<file path="src/rtl/dlx_adder_pkg.sv">
// rtl/dlx_adder_pkg.sv - shared constants and types for the DLX adder arbiter
package dlx_adder_pkg;

  localparam int DLX_WORD_W   = 32;
  localparam int NREQ_DEFAULT = 4;

  typedef enum logic {
    ST_EMPTY = 1'b0,
    ST_FULL  = 1'b1
  } arb_state_t;

endpackage

</file>
<file path="src/rtl/adder_rr_grant.sv">
// rtl/adder_rr_grant.sv - pointer-rotated priority encoder: first valid index at or after ptr
module adder_rr_grant #(
  parameter int NREQ = 4,
  parameter int IDW  = $clog2(NREQ)
) (
  input  logic [NREQ-1:0] valid,
  input  logic [IDW-1:0]  ptr,
  input  logic            en,
  output logic [NREQ-1:0] grant,
  output logic [IDW-1:0]  idx,
  output logic            any
);

  int          j;
  logic [IDW-1:0] cand;

  // Scan from the farthest offset down so the nearest valid index wins.
  always_comb begin
    grant = '0;
    idx   = '0;
    any   = 1'b0;
    j     = 0;
    cand  = '0;
    for (int k = NREQ - 1; k >= 0; k--) begin
      j = int'(ptr) + k;
      if (j >= NREQ) j = j - NREQ;
      cand = IDW'(j);
      if (en && valid[cand]) begin
        grant       = '0;
        grant[cand] = 1'b1;
        idx         = cand;
        any         = 1'b1;
      end
    end
  end

endmodule

</file>
<file path="src/rtl/adder_arbiter.sv">
// rtl/adder_arbiter.sv - round-robin sharing of one 32-bit adder with a one-entry response register
// Optional subtract support is enabled by defining ADDER_ARB_SUB_EN.
module adder_arbiter
  import dlx_adder_pkg::*;
#(
  parameter int NREQ = NREQ_DEFAULT,
  parameter int IDW  = $clog2(NREQ)
) (
  input  logic                       clk,
  input  logic                       rst_n,
  input  logic [NREQ-1:0]            req_valid,
  output logic [NREQ-1:0]            req_ready,
  input  logic [DLX_WORD_W*NREQ-1:0] req_a,
  input  logic [DLX_WORD_W*NREQ-1:0] req_b,
  input  logic [NREQ-1:0]            req_cin,
`ifdef ADDER_ARB_SUB_EN
  input  logic [NREQ-1:0]            req_sub,
`endif
  output logic [DLX_WORD_W-1:0]      add_a,
  output logic [DLX_WORD_W-1:0]      add_b,
  output logic                       add_cin,
  input  logic [DLX_WORD_W-1:0]      add_s,
  input  logic                       add_cout,
  output logic                       rsp_valid,
  input  logic                       rsp_ready,
  output logic [DLX_WORD_W-1:0]      rsp_s,
  output logic                       rsp_cout,
  output logic [IDW-1:0]             rsp_id
);

  arb_state_t     state;
  logic [IDW-1:0] ptr;
  logic [IDW-1:0] gnt_idx;
  logic           gnt_any;
  logic           slot_avail;

  // Gating with rst_n keeps grants off for the whole time reset is held.
  assign slot_avail = rst_n && ((state == ST_EMPTY) || rsp_ready);
  assign rsp_valid  = (state == ST_FULL);

  adder_rr_grant #(
    .NREQ (NREQ),
    .IDW  (IDW)
  ) u_grant (
    .valid (req_valid),
    .ptr   (ptr),
    .en    (slot_avail),
    .grant (req_ready),
    .idx   (gnt_idx),
    .any   (gnt_any)
  );

  always_comb begin
    add_a   = '0;
    add_b   = '0;
    add_cin = 1'b0;
    for (int i = 0; i < NREQ; i++) begin
      if (req_ready[i]) begin
        add_a = req_a[DLX_WORD_W*i +: DLX_WORD_W];
`ifdef ADDER_ARB_SUB_EN
        if (req_sub[i]) begin
          add_b   = ~req_b[DLX_WORD_W*i +: DLX_WORD_W];
          add_cin = 1'b1;
        end else begin
          add_b   = req_b[DLX_WORD_W*i +: DLX_WORD_W];
          add_cin = req_cin[i];
        end
`else
        add_b   = req_b[DLX_WORD_W*i +: DLX_WORD_W];
        add_cin = req_cin[i];
`endif
      end
    end
  end

  always_ff @(posedge clk or negedge rst_n) begin
    if (!rst_n) begin
      state    <= ST_EMPTY;
      ptr      <= '0;
      rsp_s    <= '0;
      rsp_cout <= 1'b0;
      rsp_id   <= '0;
    end else if (gnt_any) begin
      state    <= ST_FULL;
      rsp_s    <= add_s;
      rsp_cout <= add_cout;
      rsp_id   <= gnt_idx;
      ptr      <= (gnt_idx == IDW'(NREQ - 1)) ? '0 : gnt_idx + 1'b1;
    end else if (state == ST_FULL && rsp_ready) begin
      state <= ST_EMPTY;
    end
  end

endmodule

</file>
<file path="config.mk">
export PLATFORM = sky130hd
export DESIGN_NAME = adder_arbiter
export DESIGN_NICKNAME = d
export VERILOG_FILES = /design/src/rtl/dlx_adder_pkg.sv /design/src/rtl/adder_rr_grant.sv /design/src/rtl/adder_arbiter.sv
export SDC_FILE = /design/constraint.sdc
export NUM_CORES = 1
export LEC_CHECK = 0
export ABC_AREA = 1
export CELL_PAD_IN_SITES_DETAIL_PLACEMENT = 1
export CELL_PAD_IN_SITES_GLOBAL_PLACEMENT = 2
export CORE_AREA = 3 3 165 247
export CTS_CLUSTER_SIZE = 8
export DETAILED_ROUTE_END_ITERATION = 8
export DIE_AREA = 0 0 168 250
export PLACE_DENSITY = 0.88
export SLEW_MARGIN = 0
export SYNTH_ARGS = -nofsm -noshare
export SYNTH_HDL_FRONTEND = slang
export SYNTH_SLANG_ARGS = --single-unit
</file>
<file path="constraint.sdc">
create_clock -name clk -period 3.3 [get_ports clk]
set_clock_uncertainty 0.15 [all_clocks]
set_input_delay 0.33 -clock clk [delete_from_list [all_inputs] [get_ports clk]]
set_output_delay 0.33 -clock clk [all_outputs]
set_load 0.02 [all_outputs]
</file>
; ---- After elaboration in Yosys (flattened, before gate mapping)
; Index checks and enable logic that the tools add are counted.
[classes]
bitwise_logic = 1
add_sub_neg = 8
muxes = 47
n_lt_le_gt_ge = 12
reduce_logical = 12
n_eq_ne = 1
[op_table]
columns = op, count
row1 = $mux 32, 8
row2 = $mux 1, 18
row3 = $mux 2, 9
row4 = $mux 4, 4
row5 = $lt 2x3->1 const B, 4
row6 = $logic_and 1x1->1, 10
row7 = $ge 3x3->1 const B, 3
row8 = $bmux 1 s2, 4
row9 = $demux 1 s2, 4
row10 = $ge 2x1->1 const B, 4
row11 = $sub 2x1->2 const B, 4
row12 = $add 2x2->3 const B, 2
row13 = $add 2x1->3 const B, 1
row14 = $ge 2x3->1 const B, 1
row15 = $add 2x1->2 const B, 1
row16 = $eq 2x2->1 const B, 1
row17 = $reduce_bool 2->1, 1
row18 = $logic_or 1x1->1, 1
row19 = $not 1->1, 1
[totals]
out_inout_bits = 105
reg_bits = 38
input_bits = 300
word_cells = 86

; ---- Logic depth before layout (Yosys ltp)
[depth]
ltp_word = 15
depth_mapped = 17

; ---- Cells and area by module
; A second synthesis with hierarchy kept.
[hier_totals]
hier_cells = 834
hier_area_um2 = 4499.3
[by_module_without_submodules]
columns = mod, area_each_um2, cells_per_inst, instances
row1 = adder_arbiter, 3935.0, 730, 1
row2 = adder_rr_grant, 564.3, 104, 1

; ---- Worst setup path before layout
; Ideal clock, no wire load.
[synth_timing]
path_kind = register to output
start = register ptr[0]
end = output port add_a[22]
arrival_ns = 2.353
slack_ns = 0.467
required_time_ns = 2.820
n_path_buf = 1
stages_incl_launch_ff = 14
cell_sequence = dfrtp_1 inv_2 ha_1 inv_1 nand3_1 nand3_1 nor2_1 nand3_1 nand3_1 nand2_2 inv_2 clkbuf_1 nand2_1 nand2_1
[synth_via]
word_cells_on_any_way = 55
classes_between = add/sub (7) / order compare (12) / mux (28) / reduce/logical (8)
[synth_rtl]
columns = element, line
row1 = start: declaration, adder_arbiter.sv:32  ; logic [IDW-1:0] ptr;
row2 = start signal: assignment, adder_arbiter.sv:88  ; ptr <= (gnt_idx == IDW'(NREQ - 1)) ? '0 : gnt_idx + 1'b1;
row3 = $add 2x2->3, adder_rr_grant.sv:25  ; j = int'(ptr) + k;
row4 = $ge 3x3->1 / $sub 2x1->2 (equally long branches), adder_rr_grant.sv:26  ; if (j >= NREQ) j = j - NREQ;
row5 = $mux 2, adder_rr_grant.sv:26
row6 = $lt 2x3->1 (not written as such) / $ge 2x1->1 (equally long branches), adder_rr_grant.sv:30  ; grant[cand] = 1'b1;
row7 = $logic_and 1x1->1 (not written as such), adder_rr_grant.sv:30
row8 = $mux 1 (not written as such), adder_rr_grant.sv:30
row9 = $demux 1 s2, n/a
row10 = $mux 4 (3 in series), adder_rr_grant.sv:28  ; if (en && valid[cand]) begin
row11 = $mux 4 (*), adder_rr_grant.sv:28
row12 = via req_ready[3], adder_arbiter.sv:12  ; output logic [NREQ-1:0] req_ready,
row13 = $mux 32 (*), adder_arbiter.sv:58  ; if (req_ready[i]) begin
row14 = end: declaration, adder_arbiter.sv:19  ; output logic [DLX_WORD_W-1:0] add_a,
; The timed path passes the listed nets; every way through them passes the cells marked *. The select of a mux whose other input is x is not followed.

; ---- Final worst setup path
[layout_timing]
start = input port rst_n
end = output port add_a[14]
[layout_via]
elab_chain_cells = 10
word_cells_on_any_way = 13
classes_between = mux (8) / reduce/logical (5)
[layout_lines]
columns = element, line
row1 = start: declaration, adder_arbiter.sv:10  ; input logic rst_n,
row2 = $logic_and 1x1->1 (*), adder_arbiter.sv:38  ; assign slot_avail = rst_n && ((state == ST_EMPTY) || rsp_ready);
row3 = $logic_and 1x1->1, adder_rr_grant.sv:28
row4 = $mux 4 (3 in series), adder_rr_grant.sv:28
row5 = $mux 4 (*), adder_rr_grant.sv:28
row6 = $mux 32 (3 in series), adder_arbiter.sv:58
row7 = $mux 32 (*), adder_arbiter.sv:58
; Every way passes the cells marked *; elsewhere a longest branch is shown, timed or not.

==> impl_metrics.tcl <==
set metrics [dict create \
    status "finished clean" \
    fmax_mhz 313 \
    wl_mm 33.6 \
    cts_buffers 5 \
    stdcell_count 2015 \
    async_reset_ff_share_pct 100 \
    cp_cell_sequence "clkdlybuf4s50_1 > inv_2 > nor2_4 > nand2_1 > nor2_4 > nand3_1 > nand3_2 > nand2_8 > buf_4 > clkbuf_16 > o21ai_1 > clkinv_1 > nand2_1 > nand2_1 > clkbuf_2" \
    synth-adder-area-share_pct 1.86 \
    period_minus_slack_ns 3.19 \
    synth_top_family_by_area "simple AND/OR/NAND/NOR gates" \
    die_area_um2 42000 \
    yosys_most_used_dff "dfrtp_1" \
    synth-seq-cells 38 \
    endpoint_kind "primary output" \
    via_count 8102 \
    maxCapViolations 0 \
    vdd_ir_drop_max_v 0.000585 \
    rows 88 \
    cp_num_buf_inv 6 \
    crit_family "buffers and inverters" \
    synthMuxAreaShare_pct 0 \
    crit_path_top_delay_cell "clkdlybuf4s50_1" \
    hold_path_class "reg2reg" \
    place_ws_ns -0.407 \
    power-per-cell-area_nw_per_um2 1180 \
    tightest_slew_ns 0.619 \
    hold_start "rsp_s[15]" \
    post_drt_wl_per_cell_um 16.7 \
    finalCritPeriodShare_pct 96.8 \
    grt_usage_pct 14.7 \
    arrival_ns 2.71 \
    antenna_left 0 \
    synth_compound_area_share_pct 6.74 \
    hold_violations 0 \
    gr-total-overflow 0 \
    clkSlewWorstSetupHoldPaths_ns 0.05 \
    netlist_area_um2 5380 \
    die_w_um 168 \
    grt_pass1_wl_mm 48.9 \
    die_height_um 250 \
    synth-edff-count 0 \
    final_area_um2 10700 \
    leakage_nw 5.60 \
    total_power_mw 12.7 \
    yosysWarnings 0 \
    start_util_pct 13.9 \
    cts_tree "built" \
    final_nets 1826 \
    critPathMostFrequentCell "nand2_1" \
    dpl.hpwl_mm 25.4 \
    place_inst 1979 \
    gp_congestion 0.815 \
    crit_type "in2out" \
    core_area_um2 38600 \
    yosys.area_share.xor_xnor_pct 0 \
    drive_gt1_share_pct 13.1 \
    crit_start "rst_n" \
    fill_cells 4970 \
    clockBufferDepth 2 \
    clockRootBuffer "clkbuf_16" \
    grt_pass1_vias 8664 \
    place_area_um2 10300 \
    ios 405 \
    grt_start_max_net_pins 39 \
    antenna_found_initial 2 \
    viasPerCell 4.02 \
    hold-worst-slack_ns 0.324 \
    dr.first_iter.drc_count 202 \
    slew_violations 0 \
    area_growth_pct 99.6 \
    htree_num_levels 2 \
    syn-num-nets 1395 \
    setup_viol 0 \
    drcViolationCount 0 \
    clk_latency_ns 0.28 \
    path_max_fanout 10 \
    synthCells 1087 \
    cpPeakStageDelay_ns 0.49 \
    yosys.area_share.simple_pct 51.3 \
    portBuffers 404 \
    ys_seq_area_share_pct 17.7 \
    cp.required_ns 2.82 \
    setup_slack_ns 0.105 \
    synth_cell_types 25 \
    drt_first_pass_iters 4 \
    r2r-start "ptr[0]" \
    cp-start-kind "input pin" \
    cts_sinks 38 \
    max-slew-margin-rel_pct 58.5 \
    avgSynthCellArea_um2 4.95 \
]
[Yosys cell counts (8+ instances only)]
library cell    n  share of area (%)
clkbuf_1       10               0.70
nor2_1         79                5.5
buf_4          21                2.9
nand3_1        85                7.9
inv_2          12               0.84
dfrtp_1        38                 18
ha_1            8                1.9
buf_2          25                2.3
nand2_1       513                 36
clkinv_1       78                5.4
inv_1         124                8.6
o21ai_0        45                4.2
o21ai_1        23                2.1
[cells in the final DEF, fill, tap and decap left out, types with 13 or more instances in the layout]
master / n
nand2_1: 508
clkinv_1: 78
dfrtp_1: 38
nand3_1: 80
o21ai_0: 45
o21ai_1: 21
nor2_1: 76
inv_1: 121
clkbuf_2: 55
buf_4: 52
buf_12: 21
inv_2: 13
clkdlybuf4s50_1: 336
[kinds of logic (layout without fill, tap and decap cells)]
logic type / count (synthesis) / after routing
compound gates: 72 / 72
buf+inv: 278 / 709
other cells: 0 / 1
flops: 38 / 38
fa+ha+maj: 8 / 8
simple gates: 691 / 692
[report_power, final]
part	switching (mW)	internal [mW]
sequential	0.143	0.715
clock	0.188	0.300
combinational	6.92	4.42
total	7.25	5.43
[worst min-delay path, delay by kind of cell (launching register included)]
family | cells | cell delay (ns)
DFF | 1 | 0.34
and+or+nand+nor | 2 | 0.10
[state kept, by name (all words and copies together), names as in the netlist]
signal,cells
rsp_id,2
rsp_s,32
rsp_cout,1
rsp_valid,1
ptr,2
[through the flow]
stage	TNS (ns)	util (%)
4_1_cts	0	27.6
3_3_place_gp	-21.06	26.7
6_report	0	27.8
3_5_place_dp	-22.73	26.7
2_1_floorplan	0	-
5_1_grt	-0.743	27.8
[area by class of cell]
class	instances	area [um^2]	share of cell area, %
diodes	1	2.50	0.0233
clock buffers	7	143	1.33
clock inverters	1	5.00	0.0466
inverters	214	808	7.52
multi-input cells	772	3380	31.4
flip-flops and latches	38	951	8.85
well taps	495	619	5.76
repair buffers	487	4840	45.1
[final timing paths]
check	to	slack [ns]	depth (start not counted)
max in group asynchronous	rsp_s[5]	2.26	2
worst max-delay path	add_a[14]	0.11	15
worst min register to register	rsp_s[15]	0.32	2
worst max register to register	rsp_s[9]	0.45	13
worst min-delay path	rsp_s[15]	0.32	2
min in group asynchronous	rsp_valid	0.40	2
[per-layer routing]
metal  vias up  GRT usage [%]  wire length [um]
li1       4026              -                 -
met3        36           3.39              2360
met5         -              0                 7
met2       300           29.1             18100
met4         2           3.46               621
met1      3738           15.4             12500
[timing repair]
action                                  in CTS  in global routing
pin swaps                                    5                  8
resized for setup                           99                156
hold buffers                                 0                  0
setup buffers                                5                 13
gates cloned                                 5                  5
endpoints found under the setup margin      69                 67
hold endpoints to repair                     0                  0
Power figures use the tool's default switching activity.
